==> src/rtl/lap_stopwatch.sv <==
// BCD stopwatch with run/stop, lap freeze and clear, feeding a seven-segment controller.
// Digit SEXA_DIGIT counts 0..5 for mm:ss-style wrap; overflow is sticky until cleared.
module lap_stopwatch #(
  parameter int NUM_DIGITS  = 4,
  parameter int CLK_FREQ_HZ = 100_000_000,
  parameter int TICK_HZ     = 100,
  parameter int SEXA_DIGIT  = 3,
  parameter int DP_POSITION = 2,
  parameter int WRAP_ON_OVF = 1
) (
  input  logic                    clk,
  input  logic                    reset,
  input  logic                    start_stop,
  input  logic                    lap,
  input  logic                    clear,
  output logic [4*NUM_DIGITS-1:0] digits,
  output logic [NUM_DIGITS-1:0]   digit_point,
  output logic                    running,
  output logic                    lap_active,
  output logic                    overflow
);

  localparam int DIV = CLK_FREQ_HZ / TICK_HZ;
  localparam int PW  = $clog2(DIV);
  localparam logic [PW-1:0] PMAX = PW'(DIV - 1);

  typedef enum logic [1:0] {IDLE, RUN, LAP, STOP} state_t;

  state_t                  state;
  logic [4*NUM_DIGITS-1:0] count;
  logic [4*NUM_DIGITS-1:0] lap_reg;
  logic [4*NUM_DIGITS-1:0] count_inc;
  logic [4*NUM_DIGITS-1:0] count_max;
  logic [PW-1:0]           presc;
  logic                    counting;
  logic                    tick;
  logic                    at_max;
  logic                    carry;
  logic [3:0]              dmax;
  logic [3:0]              dcur;

  // Ripple-carry BCD increment; each digit wraps at its own maximum.
  always_comb begin
    count_inc = '0;
    count_max = '0;
    carry     = 1'b1;
    dmax      = 4'd9;
    dcur      = '0;
    for (int unsigned i = 0; i < NUM_DIGITS; i++) begin
      dmax = (int'(i) == SEXA_DIGIT) ? 4'd5 : 4'd9;
      dcur = count[4*i +: 4];
      count_max[4*i +: 4] = dmax;
      if (carry) begin
        if (dcur == dmax) begin
          count_inc[4*i +: 4] = '0;
        end else begin
          count_inc[4*i +: 4] = dcur + 4'd1;
          carry = 1'b0;
        end
      end else begin
        count_inc[4*i +: 4] = dcur;
      end
    end
  end

  assign at_max   = (count == count_max);
  assign counting = (state == RUN) || (state == LAP);
  assign tick     = counting && (presc == PMAX);

  always_ff @(posedge clk or posedge reset) begin
    if (reset) begin
      state      <= IDLE;
      count      <= '0;
      lap_reg    <= '0;
      presc      <= '0;
      running    <= 1'b0;
      lap_active <= 1'b0;
      overflow   <= 1'b0;
    end else begin
      if (counting) begin
        presc <= tick ? '0 : presc + 1'b1;
      end
      if (tick) begin
        if (at_max) begin
          overflow <= 1'b1;
          if (WRAP_ON_OVF != 0) begin
            count <= '0;
          end
        end else begin
          count <= count_inc;
        end
      end
      // Pulse priority: start_stop, then lap, then clear.
      case (state)
        IDLE: begin
          if (start_stop) begin
            state   <= RUN;
            presc   <= '0;
            running <= 1'b1;
          end
        end
        RUN: begin
          if (start_stop) begin
            state   <= STOP;
            running <= 1'b0;
          end else if (lap) begin
            state      <= LAP;
            lap_reg    <= count;
            lap_active <= 1'b1;
          end
        end
        LAP: begin
          if (start_stop) begin
            state      <= STOP;
            running    <= 1'b0;
            lap_active <= 1'b0;
          end else if (lap) begin
            lap_reg <= count;
          end else if (clear) begin
            state      <= RUN;
            lap_active <= 1'b0;
          end
        end
        STOP: begin
          if (start_stop) begin
            state   <= RUN;
            running <= 1'b1;
          end else if (clear) begin
            state    <= IDLE;
            count    <= '0;
            presc    <= '0;
            overflow <= 1'b0;
          end
        end
        default: state <= IDLE;
      endcase
    end
  end

  assign digits      = lap_active ? lap_reg : count;
  assign digit_point = NUM_DIGITS'(1) << DP_POSITION;

endmodule
==> config.mk <==
export PLATFORM = sky130hd
export DESIGN_NAME = lap_stopwatch
export DESIGN_NICKNAME = d
export VERILOG_FILES = /design/src/rtl/lap_stopwatch.sv
export SDC_FILE = /design/constraint.sdc
export NUM_CORES = 1
export LEC_CHECK = 0
export ABC_CLOCK_PERIOD_IN_PS = 2300
export CORE_MARGIN = 3
export CORE_UTILIZATION = 50
export CTS_CLUSTER_DIAMETER = 80
export DETAILED_ROUTE_END_ITERATION = 6
export GPL_ROUTABILITY_DRIVEN = 0
export GPL_TIMING_DRIVEN = 0
export MAX_ROUTING_LAYER = met4
export PLACE_DENSITY = 0.79
export SYNTH_ARGS = -nofsm -noshare
export SYNTH_HDL_FRONTEND = slang
export SYNTH_SLANG_ARGS = --single-unit
==> constraint.sdc <==
create_clock -name clk -period 2.3 [get_ports clk]
set_input_delay 0.46 -clock clk [delete_from_list [all_inputs] [get_ports clk]]
set_output_delay 0.46 -clock clk [all_outputs]
set_load 0.01 [all_outputs]
==> results.json <==
{
  "cts_hold_buf": 0,
  "synth_top_family_by_area": "simple AND/OR/NAND/NOR gates",
  "synth.area.mux_share_pct": 10.2,
  "status": "complete, but fails checks",
  "die_h_um": 84.6,
  "worst_setup_path_end_kind": "flip-flop",
  "drt-initial-drc-count": 163,
  "path_max_fanout": 5,
  "grt_pass1_wl_um": 11500,
  "rsz0062_at_grt": "true",
  "boundaryPins": 28,
  "clkTransAtPathRegs_ns": 0.06,
  "clock-sinks": 57,
  "final_area_um2": 3850,
  "synth_edf_count": 0,
  "violations": "setup timing",
  "r2r_slack_ns": -0.001,
  "whs_ns": 0.405,
  "die_area_um2": 7150,
  "grt_use_total_pct": 20.6,
  "ant_nets": 0,
  "worst_ep_required_time_ns": 2.56,
  "seq_area_frac_synth_pct": 46.2,
  "finalCritPeriodShare_pct": 100,
  "crit_path_start_kind": "flip-flop",
  "setup_slack_ns": -0.00110,
  "totalWireLength_um": 6860,
  "clockRootBuffer": "clkbuf_8",
  "power_leakage_nw": 1.71,
  "gr-total-overflow": 0,
  "htree_num_levels": 3,
  "synth_compound_area_share_pct": 7.94,
  "synthFlopType": "dfrtp_1",
  "vias_per_cell": 5.68,
  "vias": 2477,
  "ys_seq_elements": 57,
  "power_density_nw_per_um2": 928,
  "use_met3_pct": 5.79,
  "setup_viol": 1,
  "synthAdderAreaFrac_pct": 2.84,
  "p_total_mw": 3.58,
  "io_buffers": 23,
  "finalClockSkew_ns": 0.00878,
  "place_area_um2": 3440,
  "antenna_found_initial": 0,
  "netlist_top_cells_count": "57 x dfrtp_1, 31 x nor2_1, 28 x nand2_1",
  "met2_usage_pct": 31.0,
  "synthXorXnorAreaFrac_pct": 6.53,
  "fmax_mhz": 435,
  "syn_area_per_cell_um2": 9.89,
  "synth.largest_area_cell": "dfrtp_1",
  "hold_violations": 0,
  "first_global_vias": 2491,
  "ys_warn_count": 0,
  "grt_max_degree": 44,
  "synth_most_common_cell": "dfrtp_1",
  "grt_busiest_layer": "met2",
  "hold_path_class": "in -> async",
  "drc_errors": 0,
  "dp_slack_ns": -0.484,
  "synth_cell_type_count": 47,
  "crit_type": "reg -> reg",
  "worstMarginPinSlew_ns": 0.569,
  "maxSlewHeadroom_pct": 62.0,
  "drv_cap": 0,
  "wl_per_cell_um": 15.7,
  "num_rows": 27,
  "synth-async-reset-ratio_pct": 100,
  "synth_area_um2": 3090,
  "die_x_um": 84.6,
  "largest_reg_flops": 20,
  "synth_top_area_share_pct": 46.2,
  "areaGrowthSynthToFinish_pct": 24.8,
  "cts_tree": "done",
  "dp_hpwl_um": 4490,
  "fin_crit_ns": 2.30,
  "synthTopCellsByArea": "dfrtp_1 46%, mux2_2 9.9%, nor2_1 3.8%",
  "grtUsageMet1_pct": 25.8,
  "synthCells": 312,
  "antenna_cells": 0,
  "timing.final.max_slew_violations": 0,
  "core_um2": 5740,
  "numCtsBuffers": 9,
  "drive_gt1_share_pct": 24.7,
  "yosys.area_share.simple_pct": 22.7,
  "nNetsFinal": 372,
  "first_pass_iters": 4,
  "arrival_ns": 2.56,
  "initial_core_util_pct": 53.7,
  "cts_buffer_depth": 2,
  "ir_drop_v": 0.000740,
  "clk_latency_ns": 0.34
}
==> final timing paths <==
| check | start | endpoint | depth (start not counted) |
|---|---|---|---|
| max in group asynchronous | reset | presc[15] | 3 |
| worst min-delay path | reset | state[0] | 2 |
| worst min register to register | lap_reg[9] | lap_reg[9] | 2 |
| worst max register to register | presc[10] | overflow | 6 |
| worst max-delay path | presc[10] | overflow | 6 |
| min in group clk | lap_reg[9] | lap_reg[9] | 2 |
==> final cells by class <==
cell class	instances	area (um^2)
fill	455	1890
inverter	12	45.0
timing repair buffer	35	330
multi-input combinational	234	1670
sequential	57	1430
clock buffer	12	155
clock inverter	3	40.0
tap	72	90.1
buffer	11	91.3
==> repair_timing <==
action,CTS,global route
pin swaps,4,4
gates cloned,0,1
gates resized for setup,17,22
setup buffers,8,2
setup endpoints to repair,56,41
==> critical path: stages (launching register included) <==
cell     delay (ns)
dfrtp_1        0.38
or4b_4         0.55
nor4_4         0.28
buf_4          0.20
nand4_1        0.14
or4b_4         0.54
a21oi_2        0.15
==> layout by cell type (no fill, tap or decap), drive strengths merged, types with 4 or more instances in the layout <==
master	count
dfrtp	57
nor2	31
nand2	28
mux2	27
clkdlybuf4s50	23
buf	21
o21ai	20
clkbuf	14
a21oi	13
xnor2	12
inv	12
xor2	11
nand3	11
and3	10
ha	7
or4	7
nor3	7
nand4	6
or3	6
nor2b	4
conb	4
==> where the power goes <==
part           switching (mW)  leakage, nW  total, mW  internal (mW)
clock network           0.383        0.102      0.933          0.550
logic                   0.649        0.833       1.28          0.632
registers               0.175        0.771       1.36           1.19
total                    1.21         1.71       3.58           2.37
==> layer usage <==
metal | vias up | wire [um]
met5 | - | 0
met4 | 0 | 138
met3 | 13 | 347
met2 | 61 | 3220
met1 | 1212 | 3160
li1 | 1191 | -
==> metrics by stage <==
stage | utilization (%) | std cells | TNS, ns
final | 67.1 | 436 | -0.00110
after global routing | 67.1 | 436 | -0.0900
after CTS | 65.5 | 433 | -0.0173
after detailed placement | 59.9 | 410 | -11.74
after global placement | 59.6 | 409 | -41.66
after floorplan | - | 314 | -0.00790
==> cells by family after synthesis <==
| family | Yosys count |
|---|---|
| AND/OR/NAND/NOR | 129 |
| flip-flops | 57 |
| AO/OA/AOI/OAI | 43 |
| multiplexers | 28 |
| XOR/XNOR | 23 |
| buffers and inverters | 23 |
| adder cells (fa/ha/maj) | 7 |
| other | 2 |
No activity file was read; power rests on OpenSTA's default activity.
